[src/rtl/control_unit.sv]
// Hardwired Moore control sequencer: fetch (F0-F3), up to five execute steps (E0-E4),
// HALT. Outputs depend only on the current state, the opcode in IR and one latched branch flag.
module control_unit (
    input  logic        clock,
    input  logic        clear,
    input  logic [31:0] IR,
    input  logic        CON,
    input  logic        mem_ready,
    output logic        PCout,
    output logic        Zhighout,
    output logic        Zlowout,
    output logic        MDRout,
    output logic        HIout,
    output logic        LOout,
    output logic        InPortout,
    output logic        Cout,
    output logic        PCin,
    output logic        IRin,
    output logic        MARin,
    output logic        MDRin,
    output logic        Yin,
    output logic        Zin,
    output logic        HIin,
    output logic        LOin,
    output logic        OutPortin,
    output logic        CONin,
    output logic        IncPC,
    output logic        Gra,
    output logic        Grb,
    output logic        Grc,
    output logic        Rin,
    output logic        Rout,
    output logic        BAout,
    output logic        Read,
    output logic        Write,
    output logic [4:0]  alu_op,
    output logic        Run
);

    localparam logic [3:0] StRst  = 4'd0;
    localparam logic [3:0] StF0   = 4'd1;
    localparam logic [3:0] StF1   = 4'd2;
    localparam logic [3:0] StF2   = 4'd3;
    localparam logic [3:0] StF3   = 4'd4;
    localparam logic [3:0] StE0   = 4'd5;
    localparam logic [3:0] StE1   = 4'd6;
    localparam logic [3:0] StE2   = 4'd7;
    localparam logic [3:0] StE3   = 4'd8;
    localparam logic [3:0] StE4   = 4'd9;
    localparam logic [3:0] StHalt = 4'd10;

    localparam logic [4:0] OpLd   = 5'b00000;
    localparam logic [4:0] OpLdi  = 5'b00001;
    localparam logic [4:0] OpSt   = 5'b00010;
    localparam logic [4:0] OpAddi = 5'b01100;
    localparam logic [4:0] OpAndi = 5'b01101;
    localparam logic [4:0] OpOri  = 5'b01110;
    localparam logic [4:0] OpDiv  = 5'b01111;
    localparam logic [4:0] OpMul  = 5'b10000;
    localparam logic [4:0] OpNeg  = 5'b10001;
    localparam logic [4:0] OpNot  = 5'b10010;
    localparam logic [4:0] OpBr   = 5'b10011;
    localparam logic [4:0] OpJr   = 5'b10100;
    localparam logic [4:0] OpIn   = 5'b10110;
    localparam logic [4:0] OpOut  = 5'b10111;
    localparam logic [4:0] OpMfhi = 5'b11000;
    localparam logic [4:0] OpMflo = 5'b11001;
    localparam logic [4:0] OpHalt = 5'b11011;

    localparam logic [4:0] AluAdd = 5'b00011;
    localparam logic [4:0] AluAnd = 5'b00101;
    localparam logic [4:0] AluOr  = 5'b00110;
    localparam logic [4:0] AluNop = 5'b11010;

    // Instruction classes: opcodes sharing one execute sequence.
    localparam logic [3:0] ClsNop  = 4'd0;
    localparam logic [3:0] ClsLd   = 4'd1;
    localparam logic [3:0] ClsLdi  = 4'd2;
    localparam logic [3:0] ClsSt   = 4'd3;
    localparam logic [3:0] ClsAlu  = 4'd4;
    localparam logic [3:0] ClsImm  = 4'd5;
    localparam logic [3:0] ClsMd   = 4'd6;
    localparam logic [3:0] ClsUn   = 4'd7;
    localparam logic [3:0] ClsBr   = 4'd8;
    localparam logic [3:0] ClsJr   = 4'd9;
    localparam logic [3:0] ClsIn   = 4'd10;
    localparam logic [3:0] ClsOut  = 4'd11;
    localparam logic [3:0] ClsMfhi = 4'd12;
    localparam logic [3:0] ClsMflo = 4'd13;
    localparam logic [3:0] ClsHalt = 4'd14;

    logic [3:0] state_q, state_d;
    logic       con_q, con_d;
    logic [4:0] opcode;
    logic [3:0] cls;
    logic [4:0] imm_alu;
    logic       unused_ir;

    assign opcode    = IR[31:27];
    assign unused_ir = ^IR[26:0];

    always_comb begin
        cls = ClsNop;
        case (opcode) inside
            OpLd:                  cls = ClsLd;
            OpLdi:                 cls = ClsLdi;
            OpSt:                  cls = ClsSt;
            [5'b00011:5'b01011]:   cls = ClsAlu;
            OpAddi, OpAndi, OpOri: cls = ClsImm;
            OpDiv, OpMul:          cls = ClsMd;
            OpNeg, OpNot:          cls = ClsUn;
            OpBr:                  cls = ClsBr;
            OpJr:                  cls = ClsJr;
            OpIn:                  cls = ClsIn;
            OpOut:                 cls = ClsOut;
            OpMfhi:                cls = ClsMfhi;
            OpMflo:                cls = ClsMflo;
            OpHalt:                cls = ClsHalt;
            default:               cls = ClsNop;
        endcase
    end

    always_comb begin
        imm_alu = AluOr;
        if (opcode == OpAddi) begin
            imm_alu = AluAdd;
        end else if (opcode == OpAndi) begin
            imm_alu = AluAnd;
        end
    end

    always_ff @(posedge clock or posedge clear) begin
        if (clear) begin
            state_q <= StRst;
            con_q   <= 1'b0;
        end else begin
            state_q <= state_d;
            con_q   <= con_d;
        end
    end

    // CON_FF was loaded in E0, so it is stable by the E2->E3 edge; latching it there
    // keeps the E3 strobes a pure function of state.
    always_comb begin
        con_d = con_q;
        if (state_q == StE2 && cls == ClsBr) begin
            con_d = CON;
        end
    end

    always_comb begin
        state_d = state_q;
        case (state_q)
            StRst: state_d = StF0;
            StF0:  state_d = StF1;
            StF1:  state_d = StF2;
            StF2: begin
                if (mem_ready) begin
                    state_d = StF3;
                end
            end
            StF3:  state_d = StE0;
            StE0: begin
                case (cls)
                    ClsHalt:                                      state_d = StHalt;
                    ClsJr, ClsIn, ClsOut, ClsMfhi, ClsMflo, ClsNop: state_d = StF0;
                    default:                                      state_d = StE1;
                endcase
            end
            StE1: begin
                state_d = (cls == ClsUn) ? StF0 : StE2;
            end
            StE2: begin
                case (cls)
                    ClsLd, ClsSt, ClsMd, ClsBr: state_d = StE3;
                    default:                    state_d = StF0;
                endcase
            end
            StE3: begin
                case (cls)
                    ClsLd: begin
                        if (mem_ready) begin
                            state_d = StE4;
                        end
                    end
                    ClsSt:   state_d = StE4;
                    default: state_d = StF0;
                endcase
            end
            StE4: begin
                if (cls != ClsSt || mem_ready) begin
                    state_d = StF0;
                end
            end
            StHalt: state_d = StHalt;
            default: state_d = StRst;
        endcase
    end

    always_comb begin
        PCout     = 1'b0;
        Zhighout  = 1'b0;
        Zlowout   = 1'b0;
        MDRout    = 1'b0;
        HIout     = 1'b0;
        LOout     = 1'b0;
        InPortout = 1'b0;
        Cout      = 1'b0;
        PCin      = 1'b0;
        IRin      = 1'b0;
        MARin     = 1'b0;
        MDRin     = 1'b0;
        Yin       = 1'b0;
        Zin       = 1'b0;
        HIin      = 1'b0;
        LOin      = 1'b0;
        OutPortin = 1'b0;
        CONin     = 1'b0;
        IncPC     = 1'b0;
        Gra       = 1'b0;
        Grb       = 1'b0;
        Grc       = 1'b0;
        Rin       = 1'b0;
        Rout      = 1'b0;
        BAout     = 1'b0;
        Read      = 1'b0;
        Write     = 1'b0;
        alu_op    = AluNop;
        Run       = 1'b1;
        case (state_q)
            StF0: begin
                PCout = 1'b1;
                MARin = 1'b1;
                IncPC = 1'b1;
                Zin   = 1'b1;
            end
            StF1: begin
                Zlowout = 1'b1;
                PCin    = 1'b1;
            end
            StF2: begin
                Read  = 1'b1;
                MDRin = 1'b1;
            end
            StF3: begin
                MDRout = 1'b1;
                IRin   = 1'b1;
            end
            StE0: begin
                case (cls)
                    ClsLd, ClsLdi, ClsSt: begin
                        Grb = 1'b1; BAout = 1'b1; Yin = 1'b1;
                    end
                    ClsAlu, ClsImm: begin
                        Grb = 1'b1; Rout = 1'b1; Yin = 1'b1;
                    end
                    ClsMd: begin
                        Gra = 1'b1; Rout = 1'b1; Yin = 1'b1;
                    end
                    ClsUn: begin
                        Grb = 1'b1; Rout = 1'b1; Zin = 1'b1; alu_op = opcode;
                    end
                    ClsBr: begin
                        Gra = 1'b1; Rout = 1'b1; CONin = 1'b1;
                    end
                    ClsJr: begin
                        Gra = 1'b1; Rout = 1'b1; PCin = 1'b1;
                    end
                    ClsIn: begin
                        InPortout = 1'b1; Gra = 1'b1; Rin = 1'b1;
                    end
                    ClsOut: begin
                        Gra = 1'b1; Rout = 1'b1; OutPortin = 1'b1;
                    end
                    ClsMfhi: begin
                        HIout = 1'b1; Gra = 1'b1; Rin = 1'b1;
                    end
                    ClsMflo: begin
                        LOout = 1'b1; Gra = 1'b1; Rin = 1'b1;
                    end
                    default: ;
                endcase
            end
            StE1: begin
                case (cls)
                    ClsLd, ClsLdi, ClsSt: begin
                        Cout = 1'b1; Zin = 1'b1; alu_op = AluAdd;
                    end
                    ClsAlu: begin
                        Grc = 1'b1; Rout = 1'b1; Zin = 1'b1; alu_op = opcode;
                    end
                    ClsImm: begin
                        Cout = 1'b1; Zin = 1'b1; alu_op = imm_alu;
                    end
                    ClsMd: begin
                        Grb = 1'b1; Rout = 1'b1; Zin = 1'b1; alu_op = opcode;
                    end
                    ClsUn: begin
                        Zlowout = 1'b1; Gra = 1'b1; Rin = 1'b1;
                    end
                    ClsBr: begin
                        PCout = 1'b1; Yin = 1'b1;
                    end
                    default: ;
                endcase
            end
            StE2: begin
                case (cls)
                    ClsLd, ClsSt: begin
                        Zlowout = 1'b1; MARin = 1'b1;
                    end
                    ClsLdi, ClsAlu, ClsImm: begin
                        Zlowout = 1'b1; Gra = 1'b1; Rin = 1'b1;
                    end
                    ClsMd: begin
                        Zlowout = 1'b1; LOin = 1'b1;
                    end
                    ClsBr: begin
                        Cout = 1'b1; Zin = 1'b1; alu_op = AluAdd;
                    end
                    default: ;
                endcase
            end
            StE3: begin
                case (cls)
                    ClsLd: begin
                        Read = 1'b1; MDRin = 1'b1;
                    end
                    ClsSt: begin
                        Gra = 1'b1; Rout = 1'b1; MDRin = 1'b1;
                    end
                    ClsMd: begin
                        Zhighout = 1'b1; HIin = 1'b1;
                    end
                    ClsBr: begin
                        Zlowout = con_q;
                        PCin    = con_q;
                    end
                    default: ;
                endcase
            end
            StE4: begin
                case (cls)
                    ClsLd: begin
                        MDRout = 1'b1; Gra = 1'b1; Rin = 1'b1;
                    end
                    ClsSt:   Write = 1'b1;
                    default: ;
                endcase
            end
            StHalt: Run = 1'b0;
            default: ;
        endcase
    end

endmodule
[config.mk]
export PLATFORM = sky130hd
export DESIGN_NAME = control_unit
export DESIGN_NICKNAME = d
export VERILOG_FILES = /design/src/rtl/control_unit.sv
export SDC_FILE = /design/constraint.sdc
export NUM_CORES = 1
export LEC_CHECK = 0
export BUFFER_PORTS_ARGS = -buffer_cell sky130_fd_sc_hd__buf_2
export CAP_MARGIN = 20
export CORE_ASPECT_RATIO = 2
export CORE_UTILIZATION = 40
export CTS_CLUSTER_DIAMETER = 30
export DETAILED_ROUTE_END_ITERATION = 10
export PLACE_DENSITY = 0.83
export SETUP_SLACK_MARGIN = 0.02
export SYNTH_ARGS = -nofsm -noshare
export SYNTH_HDL_FRONTEND = slang
export SYNTH_SLANG_ARGS = --single-unit
[constraint.sdc]
create_clock -name clock -period 1.9 [get_ports clock]
set_input_delay 0.19 -clock clock [delete_from_list [all_inputs] [get_ports clock]]
set_output_delay 0.19 -clock clock [all_outputs]
set_load 0.03 [all_outputs]
==> results.md <==
Clocking:
- The number of buffers inserted during clock tree synthesis is 3.
- The tree built by TritonCTS fans out to 5 sinks.
- TritonCTS built the clock tree.
- The level count of the clock H-tree is 1.
- Clock tree synthesis selected as its root buffer the cell clkbuf_8.
- Clock-pin slew was measured on the worst setup and hold paths at 40 ps.
- At the later pin of the worst-skew pair, clock insertion delay measures 220 ps.
- The clock passes through at most 2 buffers.

Setup path:
- The data required time at the worst endpoint is 1710 ps.
- The launching element of the worst setup path is state_q[3].
- Of all nets on the critical path, the largest fanout is 5.
- The setup slack on the worst flop-to-flop path is 110 ps.
- The data arrival time of the worst path is 1780 ps.
- The critical path endpoint category is a primary output.
- The worst register-to-register path begins at state_q[3].
- The worst setup path is of the register to primary output kind.
- STA classifies the critical path startpoint as a register.
- The endpoint identified for the worst register-to-register timing path is con_q.
- The count of cells along the worst register-to-register path is 7.

Power:
- The part of the total power dissipated in the clock network is 0.096.
- For this design the ratio of total power to cell area is 1160 nW/um^2.
- The cell internal power dissipation is 1000 uW.
- The worst-case vdd ir drop is 0.488 mV.
- The final total power is 2100 uW.
- The part of the total power dissipated in sequential elements is 0.103.
- The switching power is 1100 uW.
- Of the total power, the share spent switching nets is 0.523.
- Of the total power, combinational logic draws 0.801.
- The static leakage is 0.000844 uW.

Floorplanning:
- The number of core rows is 27.
- The die height is 78.0 um.
- The die area is 3120 sq um.
- The die is 40.0 um wide.
- The initial core utilization is 0.422.
- Pin placement for this block handled 69 I/O pins.
- The core region area is 2740 sq um.

Timing:
- The final hold violation count is 0.
- Timing would allow up to 506 MHz.
- The final clock skew is 2.57 ps.
- The portion of the clock cycle consumed by the worst path in the final layout is 1.04.
- Setup repair after global routing could not meet its margin everywhere.
- The worst hold margin is 195 ps.
- The actual transition at the worst max-transition pin is 438 ps.
- Setup violations remaining at the end of the flow were counted as 3.
- The worst path setup slack after routing is -74.8 ps.
- In this run the tightest slew margin relative to its limit is 0.705.
- Counting I/O delays and the setup requirement, the final critical path takes 1970 ps.
- The max-slew violation count is 0.

Global routing:
- The met3 usage is 0.0113.
- The initial antenna violation count came to 0.
- The overall routing resource usage is 0.298.
- Entering global routing, the biggest net connects 18 pins.
- For this run, global-route usage on met1 was measured as 0.318.
- The via count of the first global-routing pass came to 1530.
- Summed over all layers, the global routing overflow is 0.
- The global-route met2 utilization is 0.527.
- The first-pass GRT wire length is 6910 um.
- After global routing, the most crowded layer is met2.

Finish:
- The area added between synthesis and finish is 57.1%.
- The final-stage net count is 272.
- The number of antenna diodes in the final layout is 0.
- The number of fill cells in the layout is 210.
- The final standard cell area without fillers is 1820 sq um.
- The share of cells above drive strength 1 is 0.498.
- The filler-free cell count of the finished design is 264.

Detailed routing:
- The iteration-0 DRC count of the detailed router is 99.
- In this run the remaining antenna-violating nets after routing total 0.
- The detail-routed via count per cell is 6.37.
- The first detailed-routing pass ran for 4 iterations.
- Dividing the detail-routed wire length by the instance count gives 17.6 um.
- For this block, the routed nets add up to 4660 um of wire.
- In the routed design, unresolved DRC markers number 0.
- The total number of vias is 1681.

Place:
- The wire-length estimate of the detail-placed layout is 3210 um.
- Buffers placed on the I/O ports in this run total 41.
- The routability-driven placement congestion ratio is 0.924.
- The post-placement cell count is 249.
- Once placement finished, the instance area stood at 1490 sq um.

Yosys:
- The proportion of synthesized chip area in sequential cells is 0.108.
- The yosys synthesis warning count is 0.
- The number of nets produced by synthesis is 209.
- The synthesized design contains 0 enable-type register cells.
- Counting distinct cell types in the post-synthesis netlist gives 53.
- In this run, synthesis produced a sequential element count of 5.
- The async set-reset flop share out of synthesis is 1.00.
- The most used flip-flop cell after synthesis is dfrtp_1.
- Dividing the synthesized area by the synthesized cell count gives 6.68 sq um.
- Synthesis produced 173 cells.
- Summing every instance area after synthesis gives 1160 sq um.

Worst hold path:
- The worst hold path begins at mem_ready.
- The worst hold path terminates at state_q[0].
- Counting instances, the worst hold path has a depth of 2.
- The worst min-delay path category is input pin to register.

Run status:
- The final reports fail on negative setup slack.
- The run finished, with violations left.

Run:
- Across the run, the number of max-cap violations was 0.
[area by class of cell]
class / count / area (sq um) / share of cell area
Clock buffer: 4 / 45.0 / 0.0248
Tap cell: 29 / 36.3 / 0.0200
Inverter: 7 / 26.3 / 0.0145
Multi-Input combinational cell: 142 / 1040 / 0.573
Timing Repair Buffer: 77 / 539 / 0.297
Sequential cell: 5 / 129 / 0.0709
[critical path: stages, from the launching register on]
cell     delay [ps]
dfrtp_2         440
nor2b_4         220
nand3_4         130
o32ai_4         310
buf_4           170
a21oi_2          30
o21ai_1          80
buf_4           170
[kinds of logic after synthesis]
family,count (synthesis),share of synthesized area
AO/OA/AOI/OAI,62,0.367
multiplexers,2,0.0195
buffers and inverters,26,0.129
flip-flops,5,0.108
XOR/XNOR,2,0.0217
AND/OR/NAND/NOR,76,0.355
[repair_timing]
action / in CTS / in global routing
hold buffers: 1 / 0
pin swaps: 0 / 5
resized for setup: 14 / 38
buffers inserted: 2 / 8
setup endpoints to repair: 13 / 19
endpoints found under the hold margin: 5 / 0
[sequential cells by signal (all words and copies together), names as in the netlist]
register and flops:
state_q 4, con_q 1
[stage by stage]
step,util,setup slack (ps),TNS (ps)
4_1_cts,0.586,-23.1,-50.9
3_5_place_dp,0.545,108,0
3_3_place_gp,0.545,121,0
6_report,0.664,-74.8,-200
2_1_floorplan,-,53.3,0
5_1_grt,0.664,-151,-614
[cell usage after synthesis, types with 2 or more instances]
cell type | number | area [sq um]
o21ai_0 | 13 | 65.1
nor2b_1 | 5 | 31.3
a21oi_1 | 10 | 50.1
nor2_1 | 14 | 52.6
nand3_2 | 2 | 20.0
o22ai_1 | 7 | 43.8
clkbuf_1 | 4 | 15.0
a21o_1 | 4 | 30.0
dfrtp_1 | 5 | 125
buf_2 | 8 | 40.0
mux2_2 | 2 | 22.5
o211ai_1 | 2 | 15.0
o31ai_1 | 3 | 22.5
buf_6 | 4 | 45.0
o2bb2ai_1 | 2 | 17.5
nand3_1 | 8 | 40.0
a31oi_1 | 5 | 31.3
and3_1 | 5 | 31.3
nand3b_1 | 2 | 15.0
buf_4 | 3 | 22.5
nand2_1 | 18 | 67.6
nor3_1 | 10 | 50.1
inv_1 | 7 | 26.3
[layout by cell type (no fill, tap or decap), types with 3 or more instances in the layout]
cell / Yosys / final
nand2_1: 18 / 18
dfrtp_2: 0 / 3
o21ai_1: 0 / 3
nor3_1: 10 / 8
o21ai_0: 13 / 9
a31oi_1: 5 / 4
and3_1: 5 / 3
nor2_2: 1 / 3
buf_2: 8 / 31
nor2b_1: 5 / 4
a21oi_2: 1 / 5
nor2_1: 14 / 11
inv_1: 7 / 7
a21o_1: 4 / 4
buf_6: 4 / 3
o22ai_1: 7 / 6
clkbuf_8: 0 / 3
buf_4: 3 / 40
nand3_1: 8 / 7
a21oi_1: 10 / 6
[worst max path at each step]
stage,endpoint,slack (ps)
2_1_floorplan,Cout,50
3_3_place_gp,state_q[3],120
3_5_place_dp,Rin,110
4_1_cts,alu_op[4],-20
5_1_grt,Zlowout,-150
6_report,Gra,-70
[power by group through the flow]
stage | clock [uW] | sequential, uW | combinational, uW
2_1_floorplan | 0 | 168 | 954
3_3_place_gp | 0 | 224 | 1270
3_5_place_dp | 0 | 225 | 1300
4_1_cts | 207 | 228 | 1360
5_1_grt | 211 | 221 | 1770
6_report | 201 | 217 | 1680
[per-layer routing]
metal	vias up	wire length (um)
li1	766	-
met5	-	0
met4	0	285
met3	36	275
met2	104	2420
met1	775	1670
Note: power is estimated with default switching activity, not from simulation.
